<file path="config.mk">
export PLATFORM = sky130hd
export DESIGN_NAME = window_scan_counter
export DESIGN_NICKNAME = d
export VERILOG_FILES = /design/src/rtl/window_scan_counter.sv
export SDC_FILE = /design/constraint.sdc
export NUM_CORES = 1
export LEC_CHECK = 0
export BUFFER_PORTS_ARGS = -buffer_cell sky130_fd_sc_hd__clkbuf_2
export CORE_ASPECT_RATIO = 0.7
export CORE_MARGIN = 4
export CORE_UTILIZATION = 35
export CTS_BUF_LIST = sky130_fd_sc_hd__clkbuf_4
export CTS_CLUSTER_DIAMETER = 120
export DETAILED_ROUTE_END_ITERATION = 12
export REMOVE_ABC_BUFFERS = 1
export SYNTH_ARGS = -nofsm -noshare
export SYNTH_HDL_FRONTEND = slang
export SYNTH_SLANG_ARGS = --single-unit
</file>
<file path="constraint.sdc">
create_clock -name clk_i -period 1.3 [get_ports clk_i]
set_input_delay 0 -clock clk_i [delete_from_list [all_inputs] [get_ports clk_i]]
set_output_delay 0 -clock clk_i [all_outputs]
set_load 0.01 [all_outputs]
</file>
<file path="src/rtl/window_scan_counter.sv">
// ============================================================================
// Module      : window_scan_counter
// Description : Raster-order scan generator for a KxK kernel sliding over an
//               (X_END+1) x (Y_END+1) image.  For each centre pixel it steps
//               through every kernel tap.  It also produces the neighbour
//               coordinate, the linear neighbour address, a bounds flag and a
//               last-tap flag.
//               Optional macro WINDOW_CLAMP_EN: when it is defined, neighbour
//               coordinates are clamped to the image (border replicate) and
//               in_bounds_o is tied high.
// Revision    : 1.0 - initial release
// ============================================================================
`default_nettype none

module window_scan_counter #(
  parameter int X_END = 3,
  parameter int Y_END = 3,
  parameter int K     = 3,
  parameter int XW    = $clog2(X_END + 1),
  parameter int YW    = $clog2(Y_END + 1),
  parameter int KW    = (K > 1) ? $clog2(K) : 1,
  parameter int AW    = $clog2((X_END + 1) * (Y_END + 1))
) (
  input  logic          clk_i,
  input  logic          rst_i,
  input  logic          start_i,
  input  logic          inc_i,
  input  logic          clear_i,
  output logic [XW-1:0] X_o,
  output logic [YW-1:0] Y_o,
  output logic [KW-1:0] KX_o,
  output logic [KW-1:0] KY_o,
  output logic [XW-1:0] NX_o,
  output logic [YW-1:0] NY_o,
  output logic [AW-1:0] addr_o,
  output logic          in_bounds_o,
  output logic          tap_last_o,
  output logic          busy_o,
  output logic          finished_o
);

  // --------------------------------------------------------------------------
  // Constants
  // --------------------------------------------------------------------------
  localparam int            HALF    = (K - 1) / 2;
  localparam logic [XW-1:0] X_LAST  = XW'(X_END);
  localparam logic [YW-1:0] Y_LAST  = YW'(Y_END);
  localparam logic [KW-1:0] K_LAST  = KW'(K - 1);
  localparam logic [AW-1:0] ROW_LEN = AW'(X_END + 1);

  typedef enum logic [1:0] {
    S_IDLE = 2'd0,
    S_SCAN = 2'd1,
    S_DONE = 2'd2
  } state_t;

  // --------------------------------------------------------------------------
  // State and counters
  // --------------------------------------------------------------------------
  state_t        state_q, state_d;
  logic [XW-1:0] x_q,  x_d;
  logic [YW-1:0] y_q,  y_d;
  logic [KW-1:0] kx_q, kx_d;
  logic [KW-1:0] ky_q, ky_d;

  logic w_tap_last;
  logic w_pix_last;

  // The final tap of a pixel, and the final pixel of the image.
  assign w_tap_last = (kx_q == K_LAST) && (ky_q == K_LAST);
  assign w_pix_last = (x_q == X_LAST) && (y_q == Y_LAST);

  // State register and counters; an asynchronous reset returns to IDLE with all counters zero.
  always_ff @(posedge clk_i or posedge rst_i) begin
    if (rst_i) begin
      state_q <= S_IDLE;
      x_q     <= '0;
      y_q     <= '0;
      kx_q    <= '0;
      ky_q    <= '0;
    end else begin
      state_q <= state_d;
      x_q     <= x_d;
      y_q     <= y_d;
      kx_q    <= kx_d;
      ky_q    <= ky_d;
    end
  end

  // Next-state logic with priority clear > start > inc; the counters advance like an odometer, KX being the fastest digit.
  always_comb begin
    state_d = state_q;
    x_d     = x_q;
    y_d     = y_q;
    kx_d    = kx_q;
    ky_d    = ky_q;

    if (clear_i) begin
      state_d = S_IDLE;
      x_d     = '0;
      y_d     = '0;
      kx_d    = '0;
      ky_d    = '0;
    end else if (start_i && (state_q != S_SCAN)) begin
      state_d = S_SCAN;
      x_d     = '0;
      y_d     = '0;
      kx_d    = '0;
      ky_d    = '0;
    end else if (inc_i && (state_q == S_SCAN)) begin
      if (w_tap_last && w_pix_last) begin
        // Final tap of the image: counters keep their final values.
        state_d = S_DONE;
      end else if (kx_q != K_LAST) begin
        kx_d = kx_q + KW'(1);
      end else begin
        kx_d = '0;
        if (ky_q != K_LAST) begin
          ky_d = ky_q + KW'(1);
        end else begin
          ky_d = '0;
          if (x_q != X_LAST) begin
            x_d = x_q + XW'(1);
          end else begin
            x_d = '0;
            y_d = y_q + YW'(1);
          end
        end
      end
    end
  end

  // --------------------------------------------------------------------------
  // Neighbour coordinate (combinational from the registers)
  // --------------------------------------------------------------------------
  // Two extra bits leave room for a sign and for centre + kernel offset overflow.
  logic signed [XW+1:0] w_raw_x;
  logic signed [YW+1:0] w_raw_y;
  logic                 w_x_neg, w_x_over;
  logic                 w_y_neg, w_y_over;

  assign w_raw_x  = (XW + 2)'(int'(x_q) + int'(kx_q) - HALF);
  assign w_raw_y  = (YW + 2)'(int'(y_q) + int'(ky_q) - HALF);

  assign w_x_neg  = w_raw_x[XW+1];
  assign w_y_neg  = w_raw_y[YW+1];
  assign w_x_over = (int'(w_raw_x) > X_END);
  assign w_y_over = (int'(w_raw_y) > Y_END);

`ifdef WINDOW_CLAMP_EN
  // Border replicate: out-of-range coordinates are held at the nearest edge.
  always_comb begin
    NX_o = w_raw_x[XW-1:0];
    NY_o = w_raw_y[YW-1:0];
    if (w_x_neg) begin
      NX_o = '0;
    end else if (w_x_over) begin
      NX_o = X_LAST;
    end
    if (w_y_neg) begin
      NY_o = '0;
    end else if (w_y_over) begin
      NY_o = Y_LAST;
    end
  end

  assign in_bounds_o = 1'b1;
`else
  // Raw low bits are passed through; the bounds flag tells the consumer to ignore them.
  always_comb begin
    NX_o = w_raw_x[XW-1:0];
    NY_o = w_raw_y[YW-1:0];
  end

  assign in_bounds_o = !(w_x_neg || w_x_over || w_y_neg || w_y_over);
`endif

  // Linear address of the neighbour inside a row-major image buffer.
  assign addr_o = (AW'(NY_o) * ROW_LEN) + AW'(NX_o);

  // --------------------------------------------------------------------------
  // Remaining outputs
  // --------------------------------------------------------------------------
  assign X_o        = x_q;
  assign Y_o        = y_q;
  assign KX_o       = kx_q;
  assign KY_o       = ky_q;
  assign tap_last_o = w_tap_last;
  assign busy_o     = (state_q == S_SCAN);
  assign finished_o = (state_q == S_DONE);

endmodule

`default_nettype wire

</file>
==> results of run 1 <==
==> per-layer routing <==
metal  vias to the layer above  part of all wire  GRT usage
li1                        387                 -          -
met2                        19              0.48     0.2998
met4                         0             0.022    0.05150
met3                         6             0.054    0.05981
met1                       364              0.45     0.2014
met5                         -                 0          0
==> final cells by class <==
type                       instances  area (µm²)  area share
tap                               30       37.54     0.02796
inverter                          19       78.83     0.05871
timing repair buffer              50       370.4      0.2759
sequential                        10       251.5      0.1873
clock buffer                       3       22.52     0.01678
multi-input combinational         50       581.8      0.4334
==> power breakdown <==
group | leakage, nW | internal, W | switching (W)
clock | 0.0138 | 0.000108 | 0.000117
sequential | 0.136 | 0.000315 | 0.00000419
combinational | 0.444 | 0.0000475 | 0.0000576
total | 0.594 | 0.000470 | 0.000179
==> kinds of logic (layout without fill, tap and decap cells) <==
kind of cell / Yosys count / count (layout)
adder cells (fa/ha/maj): 8 / 8
flip-flops: 10 / 10
buffers and inverters: 25 / 72
AND/OR/NAND/NOR: 20 / 20
AO/OA/AOI/OAI: 18 / 18
XOR/XNOR: 2 / 2
multiplexers: 2 / 2
==> placed cells by master (no fill, tap or decap), drive strengths merged, types with 3 or more instances in the layout <==
cell / count
buf: 30
clkbuf: 21
inv: 19
dfrtp: 10
ha: 8
a21oi: 6
o211ai: 4
nor2: 3
o31ai: 3
==> how the worst min path moves through the flow <==
stage,startpoint,depth (start not counted),slack [ps],to
after global routing,start_i,3,40,state_q[0]
after CTS,start_i,3,20,state_q[0]
after detailed placement,rst_i,2,-6,Y_o[1]
after global placement,rst_i,2,-8,Y_o[0]
after floorplan,rst_i,1,-160,KX_o[0]
final,start_i,3,10,state_q[0]
==> worst min-delay path, stage by stage <==
cell and delay [ps]:
clkbuf_2 90, nor2_1 110, a311oi_2 60
==> metrics by stage <==
stage	TNS (ps)	worst slack, ps	total power [W]
final	-927.1	-197.2	0.0006487
after CTS	-825.3	-216.2	0.0006429
after floorplan	-28.58	-14.29	0.0003689
after detailed placement	-262.5	-82.10	0.0004049
after global placement	-105.8	-31.49	0.0004038
after global routing	-1592	-243.3	0.0006701
==> state kept, by name, summed over array words and instances (netlist names) <==
| register | cells |
|---|---|
| state_q | 2 |
| KY_o | 2 |
| Y_o | 2 |
| KX_o | 2 |
| X_o | 2 |
==> timing repair <==
item / in CTS / in global routing
endpoints found under the hold margin: 11 / 0
setup buffers: 9 / 0
pin swaps: 13 / 4
resized for setup: 34 / 20
hold buffers: 2 / 0
setup endpoints to repair: 14 / 16
==> metrics.txt, run 1 <==
total wire length=2255 µm; antenna-violating nets left=0; Hold Path Class=input pin to flop; setup ws final=-197.2 ps; final period utilization=1.152; FILL cells=151; crit-path most repeated cell=ha_4; placed cell area=999.7 µm²; worst reg2reg path depth=4; Final Setup Violations=14; Setup crit end kind=output port; Critical Path Max Stage Delay=400 ps; hold slack=14.90 ps; top_reg_cell synth=dfrtp_1; first-pass GRT wire length=3726 µm; GP Congestion=0.8190; failing checks=setup timing; antenna cells=0; Post-synth ARST share=1.000; largest area contributor in the netlist=dfrtp_1; Clock Skew=4.041 ps; Buffers on Ports=24; post-synthesis sequential area ratio=0.3263; Final Non-Filler Cells=162; pin count of the biggest net entering global routing=11; layout cells sized above 1=0.6515; Synth Area in Compound Gates=0.1599; Post-Synth Adder-Cell Area=0.1305; Crit path required time=1300 ps; drt drc=0; via density per instance=4.790; WS Path Type=flop to output port; Worst Setup Start Kind=flop; Mapped Cells=85; die span in y=47.17 µm; Hold Fails Final Rpt=0; most numerous cell in the Yosys netlist=inv_1; via count=776; dpl cells=148; xor and xnor area share after synthesis=0.02284; die width=63.95 µm; multiplexer area fraction after synthesis=0.02610; final core occ=0.6821; Peak VDD IR=513.0 µV; synth top area cells=dfrtp_1, ha_1, inv_1, buf_4, o211ai_1; Initial Util=0.3897; Post-synth EDFFs=0; initial DRC count=13; status=complete, but fails checks; unrepaired setup endpoints after global routing=yes; Synth cell types=31; TritonCTS clock tree=built; die area=0.003016 mm²; first drt pass iteration count=2; Final Slew Violations=0; simple-gate share of the synthesized area=0.1925; Crit path arrival time=1500 ps; Setup crit end=in_bounds_o; WL per Instance=13.92 µm; initial antenna violation count=0; Crit Reg-Reg Endpoint=Y_o[0]; CP Launch Point=Y_o[0]; Core Region=0.001968 mm²; post-layout instance area=0.001343 mm²; CTS root buf=clkbuf_4; grt ovf=0; Sink Count=10; Leak=0.5940 nW; I/O Pins=25; CP max stage cell=dfrtp_1; Clock Path Buffers=2; Max Cap Viol=0; Seq cells post-synth=10; yosys warns=0; Buf+Inv Stages, Crit Path=4; main combinational cell family by area after synthesis=simple AND/OR/NAND/NOR gates; pwr dens=483.2 mW/mm²; measured slew at the worst slew-check pin=454.7 ps; R2R Path Start=KY_o[0]; CP Depth=8; Mean Syn Cell Area=9.023 µm²; HPWL after DPL=1523 µm; Peak Freq=0.6679 GHz; Slew HR=0.6968; critical path fanouts, max=2; Clock Latency Late Sink=280 ps; top cell type's share of synthesized area=0.3263; Final nets=147; worst-path cell chain=buf_6 > inv_4 > ha_4 > inv_2 > ha_4 > xor2_1 > nor2_1 > buf_2; FF-to-FF setup slack=-130 ps; most frequent cells after synthesis=inv_1, dfrtp_1, ha_1, a21oi_1; H-tree depth=1; TritonCTS Buffers=3; family with the most delay on the worst path=flip-flops; Clock transition at path regs=70 ps; FP Rows=13; synthesized cell area=767.0 µm²; fin crit period=1497 ps; Overall Global Routing Usage=0.1703; vias in the first global route=796; area grow syn2layout=75.04%
Note: power is estimated with default switching activity, not from simulation.
==> run 2, diff against run 1 <==
- CORE_MARGIN: 4 -> not set
==> metrics.txt, run 2 (synthesis gave the netlist of run 1 again) <==
Final Slew Violations=0 (unchanged); TritonCTS clock tree=built (unchanged); drt drc=1 (was 0); Leak=0.6163 nW (was 0.5940 nW); TritonCTS Buffers=3 (unchanged); via count=790 (was 776); Clk network pwr share=0.344 (was 0.347); Slew HR=0.7061 (was 0.6968); FILL cells=140 (was 151); final core occ=0.6962 (was 0.6821); grt ovf=0 (unchanged); Final nets=151 (was 147); Crit path arrival time=1510 ps (was 1500 ps); Buffers on Ports=24 (unchanged); die width=57.95 µm (was 63.95 µm); Critical Path Max Stage Delay=370 ps (was 400 ps); fin crit period=1513 ps (was 1497 ps); Clock Skew=6.605 ps (was 4.041 ps); area grow syn2layout=77.16% (was 75.04%); antenna-violating nets left=0 (unchanged); unrepaired setup endpoints after global routing=yes (unchanged); critical path fanouts, max=2 (unchanged); status=complete, but fails checks (unchanged); Reg power frac=0.491 (about the same); Clock transition at path regs=70 ps (about the same); vias in the first global route=734 (was 796); GP Congestion=0.8051 (was 0.8190); Buf+Inv Stages, Crit Path=3 (was 4); Peak Freq=0.6611 GHz (was 0.6679 GHz); worst-path cell chain=inv_1 > ha_1 > inv_2 > ha_4 > xor2_1 > nor2_1 > buf_2 (was buf_6 > inv_4 > ha_4 > inv_2 > ha_4 > xor2_1 > nor2_1 > buf_2); Initial Util=0.3929 (was 0.3897); combinational power share=0.165 (was 0.162); Sink Count=10 (unchanged); first drt pass iteration count=8 (was 2); Final Setup Violations=13 (was 14); failing checks=DRC, setup timing (was setup timing); initial antenna violation count=0 (unchanged); family with the most delay on the worst path=adder cells (was flip-flops); most frequent cells in the layout=buf_4, clkbuf_2, buf_6 (was buf_4, clkbuf_2, inv_1); Max Cap Viol=0 (unchanged); Clock Latency Late Sink=270 ps (was 280 ps); pwr dens=479.1 mW/mm² (was 483.2 mW/mm²); Worst Setup Start Kind=flop (unchanged); H-tree depth=1 (unchanged); die area=0.002386 mm² (was 0.003016 mm²); WS Path Type=flop to output port (unchanged); Crit path required time=1300 ps (about the same); WL per Instance=13.63 µm (was 13.92 µm); measured slew at the worst slew-check pin=440.4 ps (was 454.7 ps); Clock Path Buffers=2 (unchanged); pin count of the biggest net entering global routing=11 (unchanged); first-pass GRT wire length=3443 µm (was 3726 µm); Int Pwr=0.0004710 W (was 0.0004697 W); CTS root buf=clkbuf_4 (unchanged); FP Rows=13 (unchanged); Overall Global Routing Usage=0.2018 (was 0.1703); I/O Pins=25 (unchanged); Peak VDD IR=498.8 µV (was 513.0 µV); Hold Path Class=input pin to flop (unchanged); via density per instance=5.000 (was 4.790); initial DRC count=20 (was 13); switching share of power=0.2764 (was 0.2759); total wire length=2153 µm (was 2255 µm); final period utilization=1.164 (was 1.152); commonest non-fill, non-tap cell in the layout=buf_4 (unchanged); Core Region=0.001952 mm² (was 0.001968 mm²); Switch Pwr=0.0001800 W (was 0.0001790 W); HPWL after DPL=1373 µm (was 1523 µm); Hold Fails Final Rpt=0 (unchanged); CP max stage cell=dfrtp_1 (unchanged); antenna cells=0 (unchanged); Setup crit end kind=output port (unchanged); post-place setup slack=-38.40 ps (was -82.10 ps); layout cells sized above 1=0.5956 (was 0.6515); setup ws final=-212.7 ps (was -197.2 ps); Final TNS setup=-1108 ps (was -927.1 ps); die span in y=41.17 µm (was 47.17 µm)
[run 2: changes by cell type in the layout (fill, tap and decap cells not counted), moves of 2 or more]
| cell | previous run | this run |
|---|---|---|
| buf_6 | 8 | 13 |
| inv_2 | 7 | 4 |
| a21oi_2 | 4 | 2 |
| ha_1 | 0 | 2 |
| a21oi_1 | 2 | 4 |
| inv_1 | 10 | 12 |
[run 2: what timing repair did]
action,in CTS,in global routing
gates resized for setup,32,23
endpoints found under the hold margin,11,0
gates cloned,0,0
endpoints found under the setup margin,14,16
pin swaps,11,11
hold buffers,3,0
buffers inserted,12,4
[run 2: area by class of cell]
| type | instances | area [µm²] | share of cell area |
|---|---|---|---|
| Clock buffer | 3 | 22.52 | 0.01657 |
| Timing Repair Buffer | 54 | 414.1 | 0.3048 |
| Multi-Input combinational cell | 50 | 559.3 | 0.4116 |
| Sequential cell | 10 | 251.5 | 0.1851 |
| Tap cell | 22 | 27.53 | 0.02026 |
| Inverter | 19 | 83.83 | 0.06169 |
[run 2: power by group through the flow]
stage | Sequential, W | Combinational (W) | Clock, W
6_report | 0.000319 | 0.000108 | 0.000224
5_1_grt | 0.000320 | 0.000119 | 0.000256
4_1_cts | 0.000319 | 0.0000941 | 0.000231
3_5_place_dp | 0.000326 | 0.0000792 | 0
3_3_place_gp | 0.000326 | 0.0000777 | 0
2_1_floorplan | 0.000326 | 0.0000433 | 0
[run 2: path summary, 6_finish.rpt]
check | start | cells after the start | slack (ps) | end
max | KY_o[1] | 7 | -210 | in_bounds_o
min | inc_i | 4 | 150 | KY_o[0]
max reg2reg | KY_o[0] | 5 | -110 | Y_o[0]
min reg2reg | KX_o[0] | 3 | 580 | KX_o[0]
max in group asynchronous | rst_i | 3 | 720 | state_q[0]
min in group asynchronous | rst_i | 3 | 250 | Y_o[0]
[run 2: worst min-delay path: cells and delay by family]
family	cells	cell delay, ps
AND/OR/NAND/NOR	2	240
buffers and inverters	1	110
AO/OA/AOI/OAI	1	40
[run 2: routing by layer]
metal	wire, µm	track usage	up-vias
li1	-	-	399
met5	0	0	-
met4	5	0.03571	0
met3	97	0.05678	2
met2	1017	0.3477	20
met1	1033	0.2607	369
[run 2: metrics by stage]
stage	hold slack, ps	area (µm²)	instances	power, W
after global routing	165.8	1359	158	0.0006946
after floorplan	-159.8	729.5	79	0.0003689
after detailed placement	3.073	989.7	140	0.0004047
final	151.7	1359	158	0.0006510
after global placement	-6.464	989.7	140	0.0004033
after CTS	145.4	1274	158	0.0006436
